$ cat src/rtl/acc_param.sv
// Block accumulator: sums/subtracts IN_W-bit samples over BLOCK_LEN accepts, then hands the result off over a valid/ready port.
// Optional feature: define ACC_SATURATE_EN to clamp on overflow/underflow instead of wrapping.
module acc_param #(
    parameter int unsigned IN_W      = 4,
    parameter int unsigned ACC_W     = 8,
    parameter int unsigned BLOCK_LEN = 4
) (
    input  logic                               clk,
    input  logic                               rst,
    input  logic                               in_valid,
    output logic                               in_ready,
    input  logic [IN_W-1:0]                    in,
    input  logic                               sub,
    input  logic                               clr,
    output logic [ACC_W-1:0]                   acc,
    output logic [$clog2(BLOCK_LEN+1)-1:0]     cnt,
    output logic                               out_valid,
    input  logic                               out_ready,
    output logic [ACC_W-1:0]                   out_data,
    output logic                               out_ovf
);

    localparam int unsigned CNT_W = $clog2(BLOCK_LEN + 1);
    localparam int unsigned SUM_W = ACC_W + 1;

    logic             accept;
    logic             blk_done;
    logic [SUM_W-1:0] raw;
    logic             ovf_now;
    logic [ACC_W-1:0] acc_next;
    logic             ovf_blk;

    logic [ACC_W-1:0] acc_d;
    logic [CNT_W-1:0] cnt_d;
    logic             ovf_blk_d;
    logic             out_valid_d;
    logic [ACC_W-1:0] out_data_d;
    logic             out_ovf_d;

    // Output slot is free when empty or being drained this edge; clr blocks intake
    assign in_ready = (!out_valid || out_ready) && !clr;
    assign accept   = in_valid && in_ready;
    assign blk_done = accept && (cnt == CNT_W'(BLOCK_LEN - 1));

    // One extra bit catches both carry-out on add and borrow on subtract
    always_comb begin
        raw      = '0;
        ovf_now  = 1'b0;
        acc_next = '0;
        if (sub) begin
            raw = {1'b0, acc} - SUM_W'(in);
        end else begin
            raw = {1'b0, acc} + SUM_W'(in);
        end
        ovf_now = raw[ACC_W];
`ifdef ACC_SATURATE_EN
        if (ovf_now) begin
            acc_next = sub ? '0 : '1;
        end else begin
            acc_next = raw[ACC_W-1:0];
        end
`else
        acc_next = raw[ACC_W-1:0];
`endif
    end

    always_comb begin
        acc_d       = acc;
        cnt_d       = cnt;
        ovf_blk_d   = ovf_blk;
        out_valid_d = out_valid;
        out_data_d  = out_data;
        out_ovf_d   = out_ovf;

        if (out_valid && out_ready) begin
            out_valid_d = 1'b0;
        end

        if (clr) begin
            acc_d     = '0;
            cnt_d     = '0;
            ovf_blk_d = 1'b0;
        end else if (accept) begin
            if (blk_done) begin
                // Completion overrides a same-edge drain so the result slot never bubbles
                out_data_d  = acc_next;
                out_ovf_d   = ovf_blk | ovf_now;
                out_valid_d = 1'b1;
                acc_d       = '0;
                cnt_d       = '0;
                ovf_blk_d   = 1'b0;
            end else begin
                acc_d     = acc_next;
                cnt_d     = cnt + CNT_W'(1);
                ovf_blk_d = ovf_blk | ovf_now;
            end
        end
    end

    always_ff @(posedge clk) begin
        if (!rst) begin
            acc       <= '0;
            cnt       <= '0;
            ovf_blk   <= 1'b0;
            out_valid <= 1'b0;
            out_data  <= '0;
            out_ovf   <= 1'b0;
        end else begin
            acc       <= acc_d;
            cnt       <= cnt_d;
            ovf_blk   <= ovf_blk_d;
            out_valid <= out_valid_d;
            out_data  <= out_data_d;
            out_ovf   <= out_ovf_d;
        end
    end

endmodule

$ cat config.mk
export PLATFORM = sky130hd
export DESIGN_NAME = acc_param
export DESIGN_NICKNAME = d
export VERILOG_FILES = /design/src/rtl/acc_param.sv
export SDC_FILE = /design/constraint.sdc
export NUM_CORES = 1
export LEC_CHECK = 0
export CORE_MARGIN = 5
export CORE_UTILIZATION = 45
export DETAILED_ROUTE_END_ITERATION = 12
export GPL_ROUTABILITY_DRIVEN = 0
export GPL_TIMING_DRIVEN = 0
export PLACE_DENSITY = 0.78
export RECOVER_POWER = 25
export SLEW_MARGIN = 5
export SYNTH_ARGS = -nofsm -noshare
export SYNTH_HDL_FRONTEND = slang
export SYNTH_SLANG_ARGS = --single-unit
$ cat constraint.sdc
create_clock -name clk -period 6.13 [get_ports clk]
set_clock_uncertainty 0.2 [all_clocks]
set_input_delay 1.5325 -clock clk [delete_from_list [all_inputs] [get_ports clk]]
set_output_delay 1.5325 -clock clk [all_outputs]
set_load 0.05 [all_outputs]
==> run_results.csv, run 1 <==
group,metric,value,unit
timing,hold_viol,0,
logic_synthesis,synth_edf_count,0,
die,start_util,45.9,%
detailed_routing,routedWlPerCell,14.4,µm
pwr,switching_share,27.8,%
pwr,internal_power,0.238,mW
pwr,p_leak,0.752,nW
clocking,clk_path_buf_depth,2,
pwr,pwr-share-seq,44.5,%
logic_synthesis,netlist.area_leader.share,32.0,%
logic_synthesis,yosysWarnings,0,
logic_synthesis,yosysSeqAreaShare,32.0,%
timing,worst_slack,1.27,ns
logic_synthesis,synth_area,0.00138,mm²
logic_synthesis,synthTopCellsByArea,"dfxtp_1, ha_1, nand2_1, a21oi_1, nand3_1",
detailed_routing,drt-total-wl,3.38,mm
cells_and_area,drive_gt1_share,6.97,%
global_routing,first_global_vias,1272,
setup_path,cp_max_fo,4,
cells_and_area,post-route-util,58.5,%
pwr,switchingPower,0.0921,mW
die,die_y,65.3,µm
pwr,p_clk_share,34.3,%
cells_and_area,design_area,0.00176,mm²
logic_synthesis,ys_seq_elements,22,
pwr,power.total,0.331,mW
die,die_w,65.3,µm
setup_path,crit_arrival,3.13,ns
die,io_pins,32,
placed_design,place_area,0.00171,mm²
clocking,cts.sinks,22,
timing,timing.fmax,0.206,GHz
logic_synthesis,ys_types,43,
timing,worst_pin_slew,0.507,ns
clocking,clk_pin_slew_worst_paths,0.12,ns
logic_synthesis,synth_top_family_by_area,"simple AND/OR/NAND/NOR gates",
logic_synthesis,synthArstFlopShare,0,%
timing,finalCritPeriodShare,79.3,%
clocking,cts_setup_buffers,0,
logic_synthesis,synth_mux_area_share,2.18,%
clocking,clock_latency,0.32,ns
placed_design,placed_cells,230,
timing,setup_tns,0,ns
setup_path,cp.required,4.40,ns
pwr,power.density,188,mW/mm²
cells_and_area,diodes,0,
timing,rsz0062_at_grt,"no",
clocking,cts_resized,0,
detailed_routing,dr.pass1.iters,4,
cells_and_area,mostFrequentLayoutCell,"clkdlybuf4s50_1",
pwr,vdd_drop_max,0.141,mV
die,rows,20,
global_routing,gr-total-overflow,0,
logic_synthesis,synth_compound_area_share,17.0,%
cells_and_area,fillerInstances,283,
cells_and_area,instances_no_fill,234,
global_routing,grt_max_degree,14,
logic_synthesis,synth_nets,190,
clocking,cts_tree,"yes",
min_path,hp-class,"flop to flop",
die,dieArea,0.00427,mm²
logic_synthesis,syn_inst,168,
placed_design,io_buffers,29,
clocking,cts_max_level,1,
logic_synthesis,synth_largest_area_cell,"dfxtp_1",
timing,drv_slew,0,
timing,post-route-min-period,4.86,ns
detailed_routing,dr_total_vias,1345,
cells_and_area,area_delta_synth_final,27.6,%
detailed_routing,drtAntennaViolNets,0,
logic_synthesis,syn_area_per_cell,8.20,µm²
run_status,status,"finished clean",
logic_synthesis,synthSimpleGateAreaFrac,28.0,%
setup_path,worstSetupPathType,"primary input to output pin",
global_routing,track_usage,16.7,%
detailed_routing,vias_per_cell,5.75,
placed_design,dpl.hpwl,2.61,mm
cells_and_area,final_cell_mix,"clkdlybuf4s50_1, nand2_1, dfxtp_1",
die,core_area,0.00300,mm²
global_routing,grt_pass1_wl,5.65,mm
flow_run,drv_cap,0,
timing,whs,0.267,ns
clocking,cts_hold_buf,0,
logic_synthesis,synth-xor-area-share,3.18,%
clocking,cts_buffers,3,
detailed_routing,drtIter0Drc,62,
detailed_routing,drcViolationCount,0,
setup_path,cp-end-kind,"output pin",
setup_path,startpoint_type,"primary input",
clocking,cts_root_buf,"clkbuf_4",
cells_and_area,nets,224,
logic_synthesis,yosys.area_share.adder,11.4,%
global_routing,antenna_found_initial,0,
pwr,p_comb_share,21.2,%
timing,finalSetupViolCount,0,
timing,slew_headroom,66.1,%
placed_design,pre_cts_ws,1.36,ns
logic_synthesis,ys.flop_type,"dfxtp_1",
critical path, stage by stage:
cell	delay [ns]
dlygate4sd3_1	0.59
and2b_1	0.21
clkdlybuf4s50_1	0.79
flip-flops by register name, indices dropped and copies added, names as in the netlist:
register / cells
cnt: 3
out_data: 8
acc: 8
out_ovf: 1
out_valid: 1
ovf_blk: 1
Yosys cell counts (all sizes together) (4+ instances only):
master and instances:
nor3 7, ha 11, buf 7, nand3 11, nor2 10, dfxtp 22, a21oi 16, nand2 22
a21boi 4, inv 6, clkbuf 6
power groups by stage:
stage	clock network (mW)	logic [mW]	registers, mW
6_report	0.114	0.0699	0.147
5_1_grt	0.121	0.0763	0.148
4_1_cts	0.117	0.0695	0.147
3_5_place_dp	0	0.0690	0.150
3_3_place_gp	0	0.0668	0.150
2_1_floorplan	0	0.0423	0.157
worst paths after layout:
| check | slack [ns] | start | cells after the start | end |
|---|---|---|---|---|
| max | 1.27 | clr | 3 | in_ready |
| min | 0.27 | out_data[1] | 2 | out_data[1] |
| max reg2reg | 4.04 | acc[4] | 6 | out_data[7] |
| min reg2reg | 0.27 | out_data[1] | 2 | out_data[1] |
logic make-up (layout without fill, tap and decap cells):
group,count (synthesis),in the layout
and+or+nand+nor,72,72
buffers and inverters,19,52
xor gates and xnor gates,5,5
AOI/OAI and AO/OA,35,35
muxes,3,3
DFF,22,22
adders and majority gates,12,12
final cells by class:
cell class / count / area [µm²] / area share [%]
clock inverters: 1 / 30.0 / 1.71
repair buffers: 29 / 290 / 16.5
multi-input cells: 127 / 851 / 48.4
flip-flops and latches: 22 / 440 / 25.1
well taps: 33 / 41.3 / 2.35
plain buffers: 13 / 60.1 / 3.42
inverters: 6 / 22.5 / 1.28
clock buffers: 3 / 22.5 / 1.28
layer usage:
metal	GRT usage, %	wire (µm)	part of all wire [%]
met5	0	0	0
met2	28.3	1610	48
met4	7.77	78	2.3
met1	20.0	1480	44
met3	3.59	212	6.3
No activity file was read; power rests on OpenSTA's default activity.
==> inputs of run 2 (changes only) <==
==> constraint.sdc (replaced) <==
create_clock -name clk -period 4.88 [get_ports clk]
set_clock_uncertainty 0.2 [all_clocks]
set_input_delay 1.22 -clock clk [delete_from_list [all_inputs] [get_ports clk]]
set_output_delay 1.22 -clock clk [all_outputs]
set_load 0.05 [all_outputs]
==> results of run 2 <==
Same layout as run 1 (identical final DEF). Status: finished clean.
Among the figures that moved: setup slack after placement 1.36 ns -> 0.686 ns; setup slack after layout 1.27 ns -> 0.647 ns; register-to-register setup slack 4.04 ns -> 2.79 ns; total power 0.331 mW -> 0.415 mW; worst IR drop on VDD 0.141 mV -> 0.177 mV
